`src/rtl/synth_pkg.sv`:
```
// rtl/synth_pkg.sv - shared types and constants for the oscillator parameter controller
package synth_pkg;

  localparam int FREQ_W = 24;

  localparam logic [2:0] ADDR_FREQ0   = 3'd0;
  localparam logic [2:0] ADDR_FREQ1   = 3'd1;
  localparam logic [2:0] ADDR_FREQ2   = 3'd2;
  localparam logic [2:0] ADDR_DUTY    = 3'd3;
  localparam logic [2:0] ADDR_ENABLES = 3'd4;
  localparam logic [2:0] ADDR_GLIDE   = 3'd5;
  localparam logic [2:0] ADDR_CTRL    = 3'd6;

  localparam logic [7:0] DUTY_RST    = 8'h80;
  localparam logic [2:0] ENABLES_RST = 3'b111;

  typedef enum logic [1:0] {
    ST_IDLE,
    ST_PENDING,
    ST_GLIDE
  } state_t;

  // enables: bit0 square, bit1 sawtooth, bit2 triangle
  typedef struct packed {
    logic [FREQ_W-1:0] freq;
    logic [7:0]        duty;
    logic [2:0]        enables;
    logic [3:0]        rate;
    logic              osc;
  } param_t;

  localparam param_t PARAM_RST = '{
    freq:    '0,
    duty:    DUTY_RST,
    enables: ENABLES_RST,
    rate:    4'd0,
    osc:     1'b0
  };

endpackage

```
`src/rtl/glide_stepper.sv`:
```
// rtl/glide_stepper.sv - one glide step of the frequency word toward its target
module glide_stepper
  import synth_pkg::*;
(
  input  logic [FREQ_W-1:0] current,
  input  logic [FREQ_W-1:0] target,
  input  logic [3:0]        rate,
  output logic [FREQ_W-1:0] freq_next,
  output logic              done
);

  logic signed [FREQ_W:0] diff;
  logic [FREQ_W-1:0]      mag;
  logic [FREQ_W-1:0]      shifted;
  logic [FREQ_W-1:0]      step;

  always_comb begin
    diff    = $signed({1'b0, target}) - $signed({1'b0, current});
    mag     = diff[FREQ_W] ? FREQ_W'(-diff) : diff[FREQ_W-1:0];
    shifted = mag >> rate;
    step    = (shifted == '0) ? FREQ_W'(1) : shifted;
    // Snapping to target when within one step keeps the word inside [start, target].
    done    = (mag <= step);
    if (done)
      freq_next = target;
    else if (diff[FREQ_W])
      freq_next = current - step;
    else
      freq_next = current + step;
  end

endmodule

```
`src/rtl/osc_param_controller.sv`:
```
// rtl/osc_param_controller.sv - shadow/staged/active oscillator parameters applied at phase wrap
module osc_param_controller
  import synth_pkg::*;
#(
  parameter int GLIDE_DIV = 256
) (
  input  logic              clk,
  input  logic              rst_n,
  input  logic              wr_en,
  input  logic [2:0]        wr_addr,
  input  logic [7:0]        wr_data,
  input  logic              commit,
  input  logic [23:0]       phase_in,
  output logic [FREQ_W-1:0] frequency,
  output logic [7:0]        duty_cycle,
  output logic              enable_square,
  output logic              enable_sawtooth,
  output logic              enable_triangle,
  output logic              osc_enable,
  output logic              pending,
  output logic              glide_active
);

  localparam int CNT_W = (GLIDE_DIV > 1) ? $clog2(GLIDE_DIV) : 1;

  param_t            shadow;
  param_t            shadow_nxt;
  param_t            staged;
  state_t            state;
  logic [FREQ_W-1:0] target;
  logic [3:0]        rate;
  logic              prev_msb;
  logic [CNT_W-1:0]  tick_cnt;
  logic              wrap;
  logic              tick;
  logic              apply;
  logic              jump;
  logic [FREQ_W-1:0] step_freq;
  logic              step_done;
  logic              unused_phase;

  assign unused_phase = ^phase_in[22:0];
  assign wrap  = prev_msb & ~phase_in[23];
  assign tick  = (tick_cnt == CNT_W'(GLIDE_DIV - 1));
  // A stopped oscillator never wraps, so it takes the staged set right away.
  assign apply = (state == ST_PENDING) && (wrap || !osc_enable);
  assign jump  = (staged.rate == 4'd0) || !osc_enable;

  // Write merged into shadow first so a same-cycle commit captures it.
  always_comb begin
    shadow_nxt = shadow;
    if (wr_en) begin
      case (wr_addr)
        ADDR_FREQ0:   shadow_nxt.freq[7:0]   = wr_data;
        ADDR_FREQ1:   shadow_nxt.freq[15:8]  = wr_data;
        ADDR_FREQ2:   shadow_nxt.freq[23:16] = wr_data;
        ADDR_DUTY:    shadow_nxt.duty        = wr_data;
        ADDR_ENABLES: shadow_nxt.enables     = wr_data[2:0];
        ADDR_GLIDE:   shadow_nxt.rate        = wr_data[3:0];
        ADDR_CTRL:    shadow_nxt.osc         = wr_data[0];
        default:      ;
      endcase
    end
  end

  always_ff @(posedge clk or negedge rst_n) begin
    if (!rst_n) begin
      shadow   <= PARAM_RST;
      staged   <= PARAM_RST;
      prev_msb <= 1'b0;
    end else begin
      shadow   <= shadow_nxt;
      prev_msb <= phase_in[23];
      if (commit)
        staged <= shadow_nxt;
    end
  end

  glide_stepper u_glide_stepper (
    .current   (frequency),
    .target    (target),
    .rate      (rate),
    .freq_next (step_freq),
    .done      (step_done)
  );

  always_ff @(posedge clk or negedge rst_n) begin
    if (!rst_n) begin
      state           <= ST_IDLE;
      frequency       <= '0;
      duty_cycle      <= DUTY_RST;
      enable_square   <= ENABLES_RST[0];
      enable_sawtooth <= ENABLES_RST[1];
      enable_triangle <= ENABLES_RST[2];
      osc_enable      <= 1'b0;
      target          <= '0;
      rate            <= 4'd0;
      tick_cnt        <= '0;
      pending         <= 1'b0;
      glide_active    <= 1'b0;
    end else begin
      case (state)
        ST_IDLE: begin
          if (commit) begin
            state   <= ST_PENDING;
            pending <= 1'b1;
          end
        end
        ST_PENDING: begin
          if (apply) begin
            duty_cycle      <= staged.duty;
            enable_square   <= staged.enables[0];
            enable_sawtooth <= staged.enables[1];
            enable_triangle <= staged.enables[2];
            osc_enable      <= staged.osc;
            rate            <= staged.rate;
            target          <= staged.freq;
            tick_cnt        <= '0;
            if (jump)
              frequency <= staged.freq;
            // A commit on the applying wrap re-stages; any glide is frozen before it starts.
            if (commit) begin
              state <= ST_PENDING;
            end else if (jump) begin
              state   <= ST_IDLE;
              pending <= 1'b0;
            end else begin
              state        <= ST_GLIDE;
              pending      <= 1'b0;
              glide_active <= 1'b1;
            end
          end
        end
        ST_GLIDE: begin
          if (commit) begin
            state        <= ST_PENDING;
            pending      <= 1'b1;
            glide_active <= 1'b0;
          end else if (tick) begin
            frequency <= step_freq;
            tick_cnt  <= '0;
            if (step_done) begin
              state        <= ST_IDLE;
              glide_active <= 1'b0;
            end
          end else begin
            tick_cnt <= tick_cnt + CNT_W'(1);
          end
        end
        default: begin
          state        <= ST_IDLE;
          pending      <= 1'b0;
          glide_active <= 1'b0;
        end
      endcase
    end
  end

endmodule
```
`config.mk`:
```
export PLATFORM = sky130hd
export DESIGN_NAME = osc_param_controller
export DESIGN_NICKNAME = d
export VERILOG_FILES = /design/src/rtl/synth_pkg.sv /design/src/rtl/glide_stepper.sv /design/src/rtl/osc_param_controller.sv
export SDC_FILE = /design/constraint.sdc
export NUM_CORES = 1
export LEC_CHECK = 0
export CAP_MARGIN = 20
export CORE_ASPECT_RATIO = 2
export CORE_MARGIN = 2
export CORE_UTILIZATION = 40
export CTS_BUF_LIST = sky130_fd_sc_hd__clkbuf_8
export CTS_CLUSTER_DIAMETER = 30
export DETAILED_ROUTE_END_ITERATION = 10
export REMOVE_ABC_BUFFERS = 1
export SYNTH_ARGS = -nofsm -noshare
export SYNTH_HDL_FRONTEND = slang
export SYNTH_SLANG_ARGS = --single-unit
export TNS_END_PERCENT = 10
```
`constraint.sdc`:
```
create_clock -name clk -period 11.01 [get_ports clk]
set_clock_uncertainty 0.05 [all_clocks]
set_input_delay 2.202 -clock clk [delete_from_list [all_inputs] [get_ports clk]]
set_output_delay 2.202 -clock clk [all_outputs]
set_load 0.005 [all_outputs]
```
[After elaboration in Yosys (flattened, before gate mapping)]
Index checks and enable logic that the tools add are counted.
W data, S select, Z words.
Word-level totals
  flip-flop bits (word level): 157
  input bits: 39
  output and inout port bits: 38
Operators by class
  order comparisons: 1
  bitwise gates (word level): 3
  shifts and indexed selects: 1
  equality and inequality tests: 19
  multiplexer cells: 40
  reduce and logical (&&, ||, !) cells: 16
  $add $sub $neg: 5
Operator list (number)
  $mux W24: 8
  $mux W8: 7
  $pmux W24 S2: 1
  $mux W40: 1
  $sub A24 B24 Y25: 1
  $add A24 B24 Y24: 1
  $le A24 B24 Y1: 1
  $logic_not A24 Y1: 1
  $neg A24 Y24: 1
  $shr A24 B4 Y24: 1
  $sub A24 B24 Y24: 1
  $pmux W8 S2: 1
  $mux W2: 7
  $ne A2 B2 Y1 const B: 7
  $mux W1: 10
  $eq A3 B3 Y1 const B: 3
  $add A8 B1 Y8 const B: 1
  $eq A8 B8 Y1 const B: 1
  $eq A3 B2 Y1 const B: 2
  $ne A3 B3 Y1 const B: 2
  $pmux W2 S3: 1
  $reduce_and A3 Y1: 2
  $reduce_and A6 Y1: 1
  $reduce_and A5 Y1: 1
  20 further kinds: 22

[Logic depth before layout (Yosys ltp)]
Gate-level depths: netlist (run 1).
  depth in word-level cells: 12
  depth in mapped cells: 42
  depth with buffers taken out: 40

[Cells and area by module]
From an unflattened synthesis (run 1), not the netlist that was laid out.
Second synthesis, totals
  cell total of the unflattened synthesis: 1507
  area total of the unflattened synthesis: 13315.3 um^2
Modules (own cells, without submodules)
  glide_stepper: area each 6756.5 um^2, instances 1, seq. area each 0.0 um^2, cells each 962
  osc_param_controller: area each 6558.8 um^2, instances 1, seq. area each 3943.8 um^2, cells each 545

[Worst setup path before layout (run 1)]
No wires, ideal clock.
  path type: reg-to-reg
  start point: reg frequency[0]
  end point: reg frequency[20]
  stages on the path, launching flop included: 38
  required time: 10.839 ns
  path buffers: 1
  library setup time: 0.121 ns
  arrival: 8.068 ns
  setup slack: 2.771 ns
  period minus slack after synthesis: 8.239 ns
  cell sequence: dfrtp_1 ha_1 fa_1 nand2b_1 a21o_1 a21o_1 o31a_1 xor2_1 nand2_1 clkbuf_1 nor3_1 a2111oi_0 or4_1 mux4_2 nor2_2 a32oi_2 nor4_4 nand4_2 [... 2 more ...] ha_1 a21oi_1 fa_1 a21o_1 a21oi_1 o21bai_1 a21oi_1 o21bai_1 a21oi_1 nor2_1 a211oi_1 o31ai_1 o41a_1 nand4_1 and3b_1 xor2_1 o21ai_0 a22o_1
Between the ends
  cells in the longest elaborated chain, start to end: 12
  elaborated cells on any way between the ends: 14
  classes of those cells: add/sub: 4; order compare: 1; shift: 1; mux: 7; reduce/logical: 1
RTL lines
  from (decl): line osc_param_controller.sv:14  | output logic [FREQ_W-1:0] frequency,
  from (signal assigned): line osc_param_controller.sv:120  | frequency <= staged.freq;
  from (signal assigned): line osc_param_controller.sv:140  | frequency <= step_freq;
  $sub A24 B24 Y25: line glide_stepper.sv:18  | diff = $signed({1'b0, target}) - $signed({1'b0, current});
  $neg A24 Y24: line glide_stepper.sv:19  | mag = diff[FREQ_W] ? FREQ_W'(-diff) : diff[FREQ_W-1:0];
  $mux W24: line glide_stepper.sv:19
  $shr A24 B4 Y24: line glide_stepper.sv:20  | shifted = mag >> rate;
  $logic_not A24 Y1: line glide_stepper.sv:21  | step = (shifted == '0) ? FREQ_W'(1) : shifted;
  $mux W24: line glide_stepper.sv:21
  $add A24 B24 Y24 / $sub A24 B24 Y24 (equally long branches): line glide_stepper.sv:29, glide_stepper.sv:27
  $mux W24: line glide_stepper.sv:26  | else if (diff[FREQ_W])
  $mux W24 *: line glide_stepper.sv:24  | if (done)
  $mux W24 *: line osc_param_controller.sv:139  | end else if (tick) begin
  $mux W24 *: line osc_param_controller.sv:135  | if (commit) begin
  $pmux W24 S2 *: line osc_param_controller.sv:102  | case (state)
Every way passes the cells marked *; elsewhere a longest branch is shown, timed or not. The select of a mux whose other input is x is not followed.
A chain may end at the register's enable or synchronous reset.

[Final worst setup path (run 1)]
  start point: reg frequency[0]
  end point: reg frequency[23]
The elaborated chain is that of the path after synthesis.

==> results of run 1 <==
==> kinds of logic (layout without fill, tap and decap cells) <==
kind of cell             count (synthesis)  after routing  synth area share
multiplexers                           152            152             0.138
AO/OA/AOI/OAI                          400            400             0.208
AND/OR/NAND/NOR                        461            461             0.185
buffers and inverters                  137            204            0.0409
flip-flops                             157            157             0.304
other                                    0              1                 0
adder cells (fa/ha/maj)                 76             76            0.0745
XOR/XNOR                                72             72            0.0492
==> stage by stage <==
stage / hold WS [ns] / util / instances / area [sq um] / worst slack, ns
finish: 0.440 / 0.455 / 1950 / 14600 / 0.926
floorplan: 0.387 / - / 1384 / 12700 / 0.614
CTS: 0.440 / 0.455 / 1949 / 14600 / 0.989
global route: 0.459 / 0.455 / 1950 / 14600 / 0.308
detailed placement: 0.420 / 0.441 / 1917 / 14200 / 1.03
global placement: 0.405 / 0.441 / 1917 / 14200 / 1.16
==> cell type report <==
| cell class | count | area (sq um) | area share |
|---|---|---|---|
| Timing Repair Buffer | 106 | 937 | 0.0642 |
| Inverter | 66 | 248 | 0.0170 |
| Antenna cell | 1 | 2.50 | 0.000171 |
| Clock buffer | 19 | 262 | 0.0179 |
| Tap cell | 427 | 534 | 0.0366 |
| Sequential cell | 157 | 3940 | 0.270 |
| Clock inverter | 13 | 165 | 0.0113 |
| Multi-Input combinational cell | 1161 | 8510 | 0.583 |
==> cell usage in the layout (no fill, tap or decap), types with 51 or more instances in the layout <==
master             n
a21oi_1          105
buf_4             52
clkdlybuf4s50_1   51
dfrtp_1          145
ha_1              74
inv_1             65
mux2_2           122
nand2_1          111
nor2_1           114
o21ai_0           91
==> per-layer routing <==
layer,vias to the layer above,wire length (um),global-route usage
li1,5482,-,-
met1,5597,14200,0.232
met2,302,21800,0.455
met3,115,1060,0.0245
met4,0,2680,0.155
met5,-,0,0
==> state kept, by name, indices dropped and copies added, names as in the netlist <==
signal / flops
rate: 4
staged: 40
glide_active: 1
prev_msb: 1
shadow: 40
enable_square: 1
osc_enable: 1
enable_sawtooth: 1
frequency: 24
pending: 1
enable_triangle: 1
duty_cycle: 8
state: 2
tick_cnt: 8
target: 24
==> worst max-delay path: cells and delay by family (launching register included) <==
| family | cells | cell delay (ns) |
|---|---|---|
| simple gates | 12 | 1.93 |
| fa+ha+maj | 4 | 1.23 |
| compound gates | 16 | 4.37 |
| mux | 2 | 0.47 |
| xor+xnor | 2 | 0.42 |
| buf+inv | 6 | 1.08 |
| flops | 1 | 0.41 |
==> worst paths after layout <==
check                             start             to  slack, ns
max reg2reg                frequency[0]  frequency[23]       0.93
min reg2reg                 tick_cnt[7]    tick_cnt[7]       0.44
max                        frequency[0]  frequency[23]       0.93
max in group asynchronous         rst_n    tick_cnt[1]       7.54
min                         tick_cnt[7]    tick_cnt[7]       0.44
min in group asynchronous         rst_n   frequency[3]       1.62
==> flow_summary_export.csv, run 1 <==
group,metric,value,unit
clock_network,cts_inserted_buffers,17,
global_routing,first_global_vias,11378,
synthesis,synth_seq_cells,157,
global_routing,grt_max_degree,67,
synthesis,yosys.cell_types.count,101,
global_routing,grt_overflow_total,0,
synthesis,synth_area_leaders,"dfrtp_1 (28%), mux2_2 (11%), ha_1 (7.1%), a21oi_1 (4.1%), o21ai_0 (3.5%)",
detailed_routing,wirelength,39700,um
worst_setup_path,crit_path_end_kind,"register",
detailed_routing,initialDrtViolationCount,750,
clock_network,cts.repair.resized,0,
worst_hold_path,hold_path_class,"register to register",
clock_network,cts_root_buf,"clkbuf_8",
die,pin_count,77,
sta,max_clock_freq,0.0992,GHz
global_routing,track_usage,0.234,
sta,finalHoldViolations,0,
cells_and_area,final_net_count,1624,
synthesis,synth_enable_flop_cells,0,
sta,report.final.slew_viol_count,0,
clock_network,cts.sink_count,157,
detailed_routing,via_count,11496,
synthesis,synth_top_cells_by_count,"dfrtp_1 (145), mux2_2 (122), nor2_1 (116)",
cells_and_area,post_route_cells_drive_above_1_share,0.189,
global_routing,antenna_found_initial,1,
placed_design,place.detailed.hpwl,31400,um
clock_network,cts-hold-fix-buffers,0,
worst_setup_path,timing.reg2reg.worst_path_depth,42,
worst_setup_path,cp.required,11.32,ns
worst_hold_path,timing.hold.worst_path_depth,1,
synthesis,post-synth-top-area-cell,"dfrtp_1",
synthesis,synth_async_sr_flop_share,1.00,
synthesis,synth-warning-count,0,
detailed_routing,dr_drc_count,0,
cells_and_area,fillerInstances,3186,
die,dieWidth,131,um
clock_network,cts.htree.levels,4,
die,initial_utilization,0.404,
detailed_routing,detail_route.wl_per_cell,20.3,um
worst_setup_path,worstPathArrival,10.40,ns
die,die_h,259,um
global_routing,grt_pass1_wl,62200,um
sta,finalSetupViolations,0,
worst_setup_path,element_type_at_the_critical_path_start,"register",
clock_network,cts_tree,"yes",
die,core_region_area,32100,sq um
worst_setup_path,path_max_fanout,16,
sta,timing.setup.tns,0,ns
sta,timing.slew.headroom,0.306,
clock_network,cts.clk_slew.worst_paths,0.10,ns
cells_and_area,area.growth.synth_to_final,12.7,%
job,drv.max_cap_violation_count,0,
die,fp-row-count,93,
detailed_routing,via_per_inst,5.90,
worst_setup_path,slowest_delay,0.87,ns
synthesis,yosys.cell_count.top_type,"dfrtp_1",
clock_network,cts_setup_buffers,0,
sta,timing_worst_slew_pin_value,1.03,ns
synthesis,syn_area,13000,sq um
worst_setup_path,timing_worst_setup_path_type,"register to register",
clock_network,clk_path_buf_depth,2,
placed_design,gp_congestion,0.954,
outcome,outcome,"finished, final reports clean",
synthesis,synth_largest_type_area_fraction,0.280,
sta,post-route-period-util,0.916,
synthesis,seq_area_frac_synth,0.304,
synthesis,postSynthCellCount,1455,
detailed_routing,detailedRoute.firstPassIterationCount,5,
placed_design,port_buffers,53,
worst_setup_path,critical-path-top-cell-by-count,"buf_4",
worst_setup_path,critical_path_top_delay_cell,"a211oi_2",
synthesis,synth_top_flop_cell,"dfrtp_1",
die,die_area,33900,sq um
synthesis,syn_area_per_cell,8.91,sq um
detailed_routing,antenna_violating_nets_post_route,0,
clock_network,clock_latency,0.47,ns
sta,setup_repair_after_global_routing_missed_its_margin,"no",
sta,final.min_clock_period,10.08,ns
Power of run 1 is left out: the tool's default activity adds up to more than one toggle a clock period on the data nets, which glitch-free logic cannot reach.
==> run 2, diff against run 1 <==
- ABC_AREA: not set -> 0
==> results of run 2 <==
Final layout, timing and power as in run 1 (identical DEF).
Power of run 2 is left out for the same reason.
==> run 3, diff against run 2 <==
- SKIP_CTS_REPAIR_TIMING: not set -> 1
==> results of run 3 <==
Final layout, timing and power as in run 1 (identical DEF).
Power of run 3 is left out for the same reason.
